File: config.mk
export PLATFORM = sky130hd
export DESIGN_NAME = pll_startup_sequencer_flat
export DESIGN_NICKNAME = d
export VERILOG_FILES = /design/src/rtl/pll_startup_sequencer_if.sv /design/src/rtl/pll_startup_sequencer.sv /design/src/flat_wrapper.sv
export SDC_FILE = /design/constraint.sdc
export NUM_CORES = 1
export LEC_CHECK = 0
export CELL_PAD_IN_SITES_DETAIL_PLACEMENT = 1
export CELL_PAD_IN_SITES_GLOBAL_PLACEMENT = 1
export CORE_ASPECT_RATIO = 1.75
export CORE_UTILIZATION = 37
export CTS_BUF_LIST = sky130_fd_sc_hd__clkbuf_2
export CTS_CLUSTER_DIAMETER = 30
export DETAILED_ROUTE_END_ITERATION = 8
export PLACE_DENSITY_LB_ADDON = 0.1
export SETUP_SLACK_MARGIN = 0.05
export SYNTH_ARGS = -nofsm -noshare
export SYNTH_HDL_FRONTEND = slang
export SYNTH_SLANG_ARGS = --single-unit
File: constraint.sdc
create_clock -name clock -period 5.05 [get_ports clock]
set_input_delay 1.01 -clock clock [delete_from_list [all_inputs] [get_ports clock]]
set_output_delay 1.01 -clock clock [all_outputs]
set_load 0.01 [all_outputs]
File: src/rtl/pll_startup_sequencer_if.sv
// Signal bundle between the PLL startup sequencer, the housekeeping config registers and the PLL.
// The master side is the system (config registers, PLL model); the sequencer is the slave.
interface pll_startup_sequencer_if;
  logic        run;
  logic        cfg_req;
  logic [4:0]  cfg_div;
  logic        cfg_dco;
  logic [25:0] cfg_trim;
  logic        cfg_ack;
  logic [7:0]  exp_count;
  logic        pll_div_clk;
  logic        pll_enable;
  logic        pll_resetb;
  logic [4:0]  pll_div;
  logic        pll_dco;
  logic [25:0] pll_trim;
  logic        clk_sel;
  logic        locked;
  logic        fail;
  logic        busy;
  logic [7:0]  meas_count;

  modport master (
    output run, cfg_req, cfg_div, cfg_dco, cfg_trim, exp_count, pll_div_clk,
    input  cfg_ack, pll_enable, pll_resetb, pll_div, pll_dco, pll_trim,
    input  clk_sel, locked, fail, busy, meas_count
  );

  modport slave (
    input  run, cfg_req, cfg_div, cfg_dco, cfg_trim, exp_count, pll_div_clk,
    output cfg_ack, pll_enable, pll_resetb, pll_div, pll_dco, pll_trim,
    output clk_sel, locked, fail, busy, meas_count
  );
endinterface

File: src/rtl/pll_startup_sequencer.sv
// PLL/DCO bring-up sequencer: reset, settle, frequency-qualify, then hand the core clock over.
// The core is always moved back to the reference clock before the PLL is reconfigured.
module pll_startup_sequencer #(
  parameter int unsigned RST_CYCLES    = 16,
  parameter int unsigned SETTLE_CYCLES = 1024,
  parameter int unsigned WINDOW        = 256,
  parameter int unsigned SW_CYCLES     = 4,
  parameter int unsigned TOL           = 2,
  parameter int unsigned MAX_RETRY     = 3
) (
  input logic                    clock,
  input logic                    reset,
  pll_startup_sequencer_if.slave bus
);

  // An edge on pll_div_clk reaches the counter this many cycles later, so the
  // counting window is delayed by the same amount to line up with the raw input.
  localparam int unsigned SyncLat    = 3;
  localparam int unsigned MeasCycles = SyncLat + WINDOW;
  localparam int unsigned MaxAb      = (RST_CYCLES > SETTLE_CYCLES) ? RST_CYCLES : SETTLE_CYCLES;
  localparam int unsigned MaxCd      = (MeasCycles > SW_CYCLES) ? MeasCycles : SW_CYCLES;
  localparam int unsigned MaxCnt     = (MaxAb > MaxCd) ? MaxAb : MaxCd;
  localparam int unsigned CntW       = (MaxCnt > 1) ? $clog2(MaxCnt) : 1;
  localparam int unsigned RetryW     = (MAX_RETRY > 1) ? $clog2(MAX_RETRY + 1) : 1;

  localparam logic [2:0] StOff      = 3'd0;
  localparam logic [2:0] StReset    = 3'd1;
  localparam logic [2:0] StSettle   = 3'd2;
  localparam logic [2:0] StMeasure  = 3'd3;
  localparam logic [2:0] StSwitch   = 3'd4;
  localparam logic [2:0] StLocked   = 3'd5;
  localparam logic [2:0] StUnswitch = 3'd6;
  localparam logic [2:0] StFail     = 3'd7;

  logic [2:0]        state_q, state_d;
  logic [CntW-1:0]   cnt_q, cnt_d;
  logic [RetryW-1:0] retry_q, retry_d;
  logic [7:0]        edge_cnt_q, edge_cnt_d;
  logic [7:0]        meas_q, meas_d;
  logic              cfg_ack_q, cfg_ack_d;
  logic [4:0]        div_q;
  logic              dco_q;
  logic [25:0]       trim_q;
  logic              sync1_q, sync2_q, sync3_q;
  logic              enable_q, enable_d;
  logic              resetb_q, resetb_d;
  logic              clk_sel_q, clk_sel_d;
  logic              locked_q, locked_d;
  logic              fail_q, fail_d;
  logic              busy_q, busy_d;

  logic              edge_pulse;
  logic              req_valid;
  logic [7:0]        edge_sum;
  logic signed [8:0] diff;
  logic [8:0]        err;
  logic              meas_pass;

  assign edge_pulse = sync2_q & ~sync3_q;
  // A request still high in the ack cycle is the same request, not a new one.
  assign req_valid  = bus.cfg_req & ~cfg_ack_q;
  assign edge_sum   = (edge_pulse && (edge_cnt_q != 8'hff)) ? edge_cnt_q + 8'd1 : edge_cnt_q;
  assign diff       = $signed({1'b0, edge_sum}) - $signed({1'b0, bus.exp_count});
  assign err        = diff[8] ? (~diff + 9'd1) : diff;
  assign meas_pass  = (err <= 9'(TOL));

  always_comb begin
    state_d    = state_q;
    cnt_d      = cnt_q;
    retry_d    = retry_q;
    edge_cnt_d = edge_cnt_q;
    meas_d     = meas_q;
    cfg_ack_d  = 1'b0;
    case (state_q)
      StOff: begin
        cnt_d = '0;
        if (req_valid) begin
          cfg_ack_d = 1'b1;
        end else if (bus.run) begin
          state_d = StReset;
          retry_d = '0;
        end
      end
      StReset: begin
        if (!bus.run) begin
          state_d = StOff;
        end else if (cnt_q == CntW'(RST_CYCLES - 1)) begin
          state_d = StSettle;
          cnt_d   = '0;
        end else begin
          cnt_d = cnt_q + CntW'(1);
        end
      end
      StSettle: begin
        if (!bus.run) begin
          state_d = StOff;
        end else if (cnt_q == CntW'(SETTLE_CYCLES - 1)) begin
          state_d    = StMeasure;
          cnt_d      = '0;
          edge_cnt_d = '0;
        end else begin
          cnt_d = cnt_q + CntW'(1);
        end
      end
      StMeasure: begin
        if (!bus.run) begin
          state_d = StOff;
        end else begin
          if (cnt_q >= CntW'(SyncLat)) begin
            edge_cnt_d = edge_sum;
          end
          if (cnt_q == CntW'(MeasCycles - 1)) begin
            meas_d = edge_sum;
            cnt_d  = '0;
            if (meas_pass) begin
              state_d = StSwitch;
            end else begin
              retry_d = retry_q + RetryW'(1);
              state_d = (retry_q == RetryW'(MAX_RETRY - 1)) ? StFail : StSettle;
            end
          end else begin
            cnt_d = cnt_q + CntW'(1);
          end
        end
      end
      StSwitch: begin
        if (!bus.run) begin
          state_d = StOff;
        end else if (cnt_q == CntW'(SW_CYCLES - 1)) begin
          state_d = StLocked;
          cnt_d   = '0;
          retry_d = '0;
        end else begin
          cnt_d = cnt_q + CntW'(1);
        end
      end
      StLocked: begin
        // Hold at least SW_CYCLES after clk_sel rose before it may fall again.
        if (cnt_q != CntW'(SW_CYCLES - 1)) begin
          cnt_d = cnt_q + CntW'(1);
        end else if (req_valid || !bus.run) begin
          state_d = StUnswitch;
          cnt_d   = '0;
        end
      end
      StUnswitch: begin
        if (cnt_q == CntW'(SW_CYCLES - 1)) begin
          cnt_d = '0;
          if (req_valid) begin
            cfg_ack_d = 1'b1;
            retry_d   = '0;
            state_d   = bus.run ? StReset : StOff;
          end else begin
            state_d = StOff;
          end
        end else begin
          cnt_d = cnt_q + CntW'(1);
        end
      end
      StFail: begin
        if (req_valid) begin
          cfg_ack_d = 1'b1;
          state_d   = StOff;
        end else if (!bus.run) begin
          state_d = StOff;
        end
      end
      default: state_d = StOff;
    endcase
  end

  // Pin levels are a pure function of the next state and are registered with it.
  always_comb begin
    enable_d  = 1'b0;
    resetb_d  = 1'b0;
    clk_sel_d = 1'b0;
    locked_d  = 1'b0;
    fail_d    = 1'b0;
    busy_d    = 1'b0;
    case (state_d)
      StReset: begin
        enable_d = 1'b1;
        busy_d   = 1'b1;
      end
      StSettle, StMeasure, StSwitch, StUnswitch: begin
        enable_d = 1'b1;
        resetb_d = 1'b1;
        busy_d   = 1'b1;
      end
      StLocked: begin
        enable_d  = 1'b1;
        resetb_d  = 1'b1;
        clk_sel_d = 1'b1;
        locked_d  = 1'b1;
      end
      StFail:  fail_d = 1'b1;
      default: ;
    endcase
  end

  always_ff @(posedge clock) begin
    if (reset) begin
      state_q    <= StOff;
      cnt_q      <= '0;
      retry_q    <= '0;
      edge_cnt_q <= '0;
      meas_q     <= '0;
      cfg_ack_q  <= 1'b0;
      div_q      <= '0;
      dco_q      <= 1'b0;
      trim_q     <= '0;
      sync1_q    <= 1'b0;
      sync2_q    <= 1'b0;
      sync3_q    <= 1'b0;
      enable_q   <= 1'b0;
      resetb_q   <= 1'b0;
      clk_sel_q  <= 1'b0;
      locked_q   <= 1'b0;
      fail_q     <= 1'b0;
      busy_q     <= 1'b0;
    end else begin
      state_q    <= state_d;
      cnt_q      <= cnt_d;
      retry_q    <= retry_d;
      edge_cnt_q <= edge_cnt_d;
      meas_q     <= meas_d;
      cfg_ack_q  <= cfg_ack_d;
      if (cfg_ack_d) begin
        div_q  <= bus.cfg_div;
        dco_q  <= bus.cfg_dco;
        trim_q <= bus.cfg_trim;
      end
      sync1_q    <= bus.pll_div_clk;
      sync2_q    <= sync1_q;
      sync3_q    <= sync2_q;
      enable_q   <= enable_d;
      resetb_q   <= resetb_d;
      clk_sel_q  <= clk_sel_d;
      locked_q   <= locked_d;
      fail_q     <= fail_d;
      busy_q     <= busy_d;
    end
  end

  assign bus.cfg_ack    = cfg_ack_q;
  assign bus.pll_enable = enable_q;
  assign bus.pll_resetb = resetb_q;
  assign bus.pll_div    = div_q;
  assign bus.pll_dco    = dco_q;
  assign bus.pll_trim   = trim_q;
  assign bus.clk_sel    = clk_sel_q;
  assign bus.locked     = locked_q;
  assign bus.fail       = fail_q;
  assign bus.busy       = busy_q;
  assign bus.meas_count = meas_q;

  ack_one_cycle: assert property (@(posedge clock) disable iff (reset) cfg_ack_q |=> !cfg_ack_q);
  locked_on_pll: assert property (@(posedge clock) disable iff (reset) locked_q |-> clk_sel_q);

endmodule

File: src/flat_wrapper.sv
// flat-port wrapper written by rule: the top's interface ports become plain ports
module pll_startup_sequencer_flat 
#(
  parameter int unsigned RST_CYCLES    = 16,
  parameter int unsigned SETTLE_CYCLES = 1024,
  parameter int unsigned WINDOW        = 256,
  parameter int unsigned SW_CYCLES     = 4,
  parameter int unsigned TOL           = 2,
  parameter int unsigned MAX_RETRY     = 3
)
  (clock, reset, bus_run, bus_cfg_req, bus_cfg_div, bus_cfg_dco, bus_cfg_trim, bus_exp_count, bus_pll_div_clk, bus_cfg_ack, bus_pll_enable, bus_pll_resetb, bus_pll_div, bus_pll_dco, bus_pll_trim, bus_clk_sel, bus_locked, bus_fail, bus_busy, bus_meas_count);
  pll_startup_sequencer_if bus_i ();
  input logic clock;
  input logic reset;
  input wire logic [$bits(bus_i.run)-1:0] bus_run;
  input wire logic [$bits(bus_i.cfg_req)-1:0] bus_cfg_req;
  input wire logic [$bits(bus_i.cfg_div)-1:0] bus_cfg_div;
  input wire logic [$bits(bus_i.cfg_dco)-1:0] bus_cfg_dco;
  input wire logic [$bits(bus_i.cfg_trim)-1:0] bus_cfg_trim;
  input wire logic [$bits(bus_i.exp_count)-1:0] bus_exp_count;
  input wire logic [$bits(bus_i.pll_div_clk)-1:0] bus_pll_div_clk;
  output wire logic [$bits(bus_i.cfg_ack)-1:0] bus_cfg_ack;
  output wire logic [$bits(bus_i.pll_enable)-1:0] bus_pll_enable;
  output wire logic [$bits(bus_i.pll_resetb)-1:0] bus_pll_resetb;
  output wire logic [$bits(bus_i.pll_div)-1:0] bus_pll_div;
  output wire logic [$bits(bus_i.pll_dco)-1:0] bus_pll_dco;
  output wire logic [$bits(bus_i.pll_trim)-1:0] bus_pll_trim;
  output wire logic [$bits(bus_i.clk_sel)-1:0] bus_clk_sel;
  output wire logic [$bits(bus_i.locked)-1:0] bus_locked;
  output wire logic [$bits(bus_i.fail)-1:0] bus_fail;
  output wire logic [$bits(bus_i.busy)-1:0] bus_busy;
  output wire logic [$bits(bus_i.meas_count)-1:0] bus_meas_count;
  assign bus_i.run = bus_run;
  assign bus_i.cfg_req = bus_cfg_req;
  assign bus_i.cfg_div = bus_cfg_div;
  assign bus_i.cfg_dco = bus_cfg_dco;
  assign bus_i.cfg_trim = bus_cfg_trim;
  assign bus_i.exp_count = bus_exp_count;
  assign bus_i.pll_div_clk = bus_pll_div_clk;
  assign bus_cfg_ack = bus_i.cfg_ack;
  assign bus_pll_enable = bus_i.pll_enable;
  assign bus_pll_resetb = bus_i.pll_resetb;
  assign bus_pll_div = bus_i.pll_div;
  assign bus_pll_dco = bus_i.pll_dco;
  assign bus_pll_trim = bus_i.pll_trim;
  assign bus_clk_sel = bus_i.clk_sel;
  assign bus_locked = bus_i.locked;
  assign bus_fail = bus_i.fail;
  assign bus_busy = bus_i.busy;
  assign bus_meas_count = bus_i.meas_count;
  pll_startup_sequencer #(.RST_CYCLES(RST_CYCLES), .SETTLE_CYCLES(SETTLE_CYCLES), .WINDOW(WINDOW), .SW_CYCLES(SW_CYCLES), .TOL(TOL), .MAX_RETRY(MAX_RETRY)) u_core (.clock(clock), .reset(reset), .bus(bus_i));
endmodule
==> run_results.csv <==
group,metric,value,unit
setup_path,critPathLaunchType,"register",
logic_synthesis,ys_types,71,
detailed_routing,wl_per_cell,16.3,um
placed_design,place_area,0.00481,mm^2
power,power_switching,345,uW
logic_synthesis,syn_avg_cell_area,8.03,um^2
finish,multi_input_area,0.00224,mm^2
clocking,postCtsHoldBufs,0,
placed_design,gp_congestion,0.872,
sta,finalHoldViolCount,0,
sta,relSlewSlack,54.3,%
floorplan,start_util,38.5,%
logic_synthesis,ys.flop_type,"dfxtp_1",
finish,syn2layout_area_growth,29.7,%
setup_path,cp.arrival,5.03,ns
floorplan,die_x,79.0,um
logic_synthesis,synthesis.nets,536,
sta,maxSlewViolCount,0,
sta,timing.setup.tns,0,ns
placed_design,post-place-cells,670,
global_route,grt_overflow,0,
global_route,grt_max_degree,63,
logic_synthesis,synth_area_leaders,"dfxtp_1 (38%), nand2_1 (8.8%), a21oi_1 (6.5%)",
power,p_total,1.16,mW
finish,fin_cells,690,
sta,period_share,92.0,%
setup_path,end_kind,"register",
logic_synthesis,yosys_warnings,0,
sta,rsz0062_at_grt,"false",
finish,nNetsFinal,617,
global_route,antenna_found_initial,1,
power,power_frac_clock,29.6,%
detailed_routing,drc,0,
power,worst_ir_drop_vdd,0.157,mV
finish,final_area,0.00498,mm^2
finish,seq_area,0.00144,mm^2
logic_synthesis,synthCells,478,
logic_synthesis,ys_async_sr_fraction,0,%
power,power_frac_comb,18.1,%
detailed_routing,drt_pass1_iterations,4,
power,p_int,814,uW
finish,final_cell_mix,"nand2_1 (90), clkdlybuf4s50_1 (90), dfxtp_1 (72)",
clocking,cts_tree,"yes",
floorplan,die_h,137,um
global_route,grt_pass1_vias,3776,
run,maxCapViolations,0,
power,power.density,233,mW/mm^2
setup_path,path_class,"register to register",
detailed_routing,ant_nets,0,
setup_path,required,5.44,ns
global_route,grt_pass1_wl,17900,um
placed_design,place_hpwl,8550,um
clocking,clkTransAtPathRegs,0.21,ns
sta,setup_viol,0,
sta,fmax,215,MHz
logic_synthesis,synth_top_area_share,37.6,%
power,leakage,1.86,nW
detailed_routing,drt_iter0_markers,127,
logic_synthesis,yosysTopAreaCell,"dfxtp_1",
floorplan,die-area,0.0108,mm^2
power,switching_share,29.8,%
finish,utilization,49.9,%
sta,fin_crit,4.65,ns
setup_path,crit_buf_inv,1,
setup_path,worst_path_max_delay_cell,"dfxtp_1",
floorplan,ios,92,
clocking,ctsLongestPathBuffers,2,
detailed_routing,wl,11200,um
clocking,cts.sinks,72,
detailed_routing,vias,3713,
logic_synthesis,synth-edff-count,0,
finish,nFillCells,1243,
sta,worst_pin_slew,0.685,ns
power,seqPwrFrac,52.2,%
detailed_routing,vias_per_cell,5.38,
status,status,"complete, no violations",
clocking,cts_made_buffers,9,
logic_synthesis,synth_seq_cells,72,
floorplan,std_cell_rows,48,
floorplan,core_area,0.00997,mm^2
clocking,cts.htree.levels,3,
finish,drive_gt1_share,10.3,%
clocking,root_buffer,"clkbuf_2",
placed_design,io_buffers,91,
placed_design,dp_slack,0.105,ns
sta,layout_setup_ws,0.405,ns
setup_path,critPathMaxFanout,7,
clocking,clock_latency,0.54,ns
setup_path,crit_chain,"ha_1, and3_1, and3_1, a311oi_4, buf_4, nand4_1, nor2_1, nand3_1, xnor2_1, ha_1, a21oi_4, nand2_1, a2bb2oi_2, a211oi_1, o211ai_1, a221oi_4, nand3_2, a21oi_4, or2_2, a21oi_1",
setup_path,path_delay_family,"compound AO/OA/AOI/OAI gates",
global_route,track_usage,21.4,%
hold_path,holdCritPathClass,"register to register",
sta,fin_worst_skew,0.0399,ns
sta,whs,0.470,ns
setup_path,slowest_delay,0.39,ns
logic_synthesis,ys_seq_area_share,37.6,%
logic_synthesis,syn_area,0.00384,mm^2
timing repair:
action                                  in CTS  in global routing
setup buffers                                0                  3
endpoints found under the setup margin       0                 10
gates resized for setup                      0                  4
Yosys cell counts (all sizes together), types with 2 or more instances:
cell type	number
and2	3
nor3b	2
a21o	7
dfxtp	72
o211ai	2
a21oi	52
nand2b	4
a31o	2
nand4	4
buf	7
xnor2	11
o21ai	16
mux2i	7
a22oi	5
a31oi	9
nand3	13
or4	2
xor2	8
a21boi	3
nor3	13
o2111ai	2
clkbuf	19
ha	12
inv	19
a221oi	3
nor2	46
or2	4
and3	8
nand2	90
a211oi	7
nand3b	2
nor2b	6
cell families (layout without fill, tap and decap cells):
group | Yosys count | count (layout) | share of synthesized area, %
muxes | 7 | 7 | 1.83
other | 0 | 1 | 0
DFF | 72 | 72 | 37.6
xor gates and xnor gates | 19 | 19 | 4.53
buffers and inverters | 45 | 131 | 4.73
and+or+nand+nor | 203 | 203 | 25.4
AOI/OAI and AO/OA | 119 | 119 | 21.5
adders and majority gates | 13 | 13 | 4.43
power by group through the flow:
stage	sequential [mW]	clock, mW	combinational (mW)
6_report	0.605	0.343	0.210
4_1_cts	0.606	0.360	0.210
3_3_place_gp	0.616	0	0.203
5_1_grt	0.609	0.380	0.230
2_1_floorplan	0.623	0	0.101
3_5_place_dp	0.617	0	0.208
sequential cells by signal (all words and copies together) (netlist names), 2 cells and up:
signal / flops
u_core.edge_cnt_q: 8
u_core.bus.meas_count: 8
u_core.cnt_q: 10
u_core.state_q: 3
u_core.bus.pll_trim: 26
u_core.retry_q: 2
u_core.bus.pll_div: 5
area by class of cell:
type	instances	area share [%]
multi-input cells	361	45.1
flip-flops and latches	72	29.0
repair buffers	96	18.9
well taps	125	3.14
clock inverters	7	1.51
inverters	19	1.43
clock buffers	9	0.905
diodes	1	0.0503
layer usage:
layer | wire length [um] | track usage [%] | share of wire (%) | vias to the layer above
met5 | 0 | 0 | 0 | -
met4 | 339 | 10.1 | 3.0 | 0
met3 | 309 | 3.87 | 2.8 | 21
met2 | 6440 | 41.5 | 57 | 67
met1 | 4130 | 21.2 | 37 | 1805
li1 | - | - | - | 1820
worst paths after layout:
check,startpoint,end,slack (ns),cells after the start
min,u_core.sync1_q,u_core.sync2_q,0.47,1
max reg2reg,u_core.edge_cnt_q[0],u_core.bus.pll_resetb,0.40,20
min reg2reg,u_core.sync1_q,u_core.sync2_q,0.47,1
max,u_core.edge_cnt_q[0],u_core.bus.pll_resetb,0.40,20
Power figures use the tool's default switching activity.
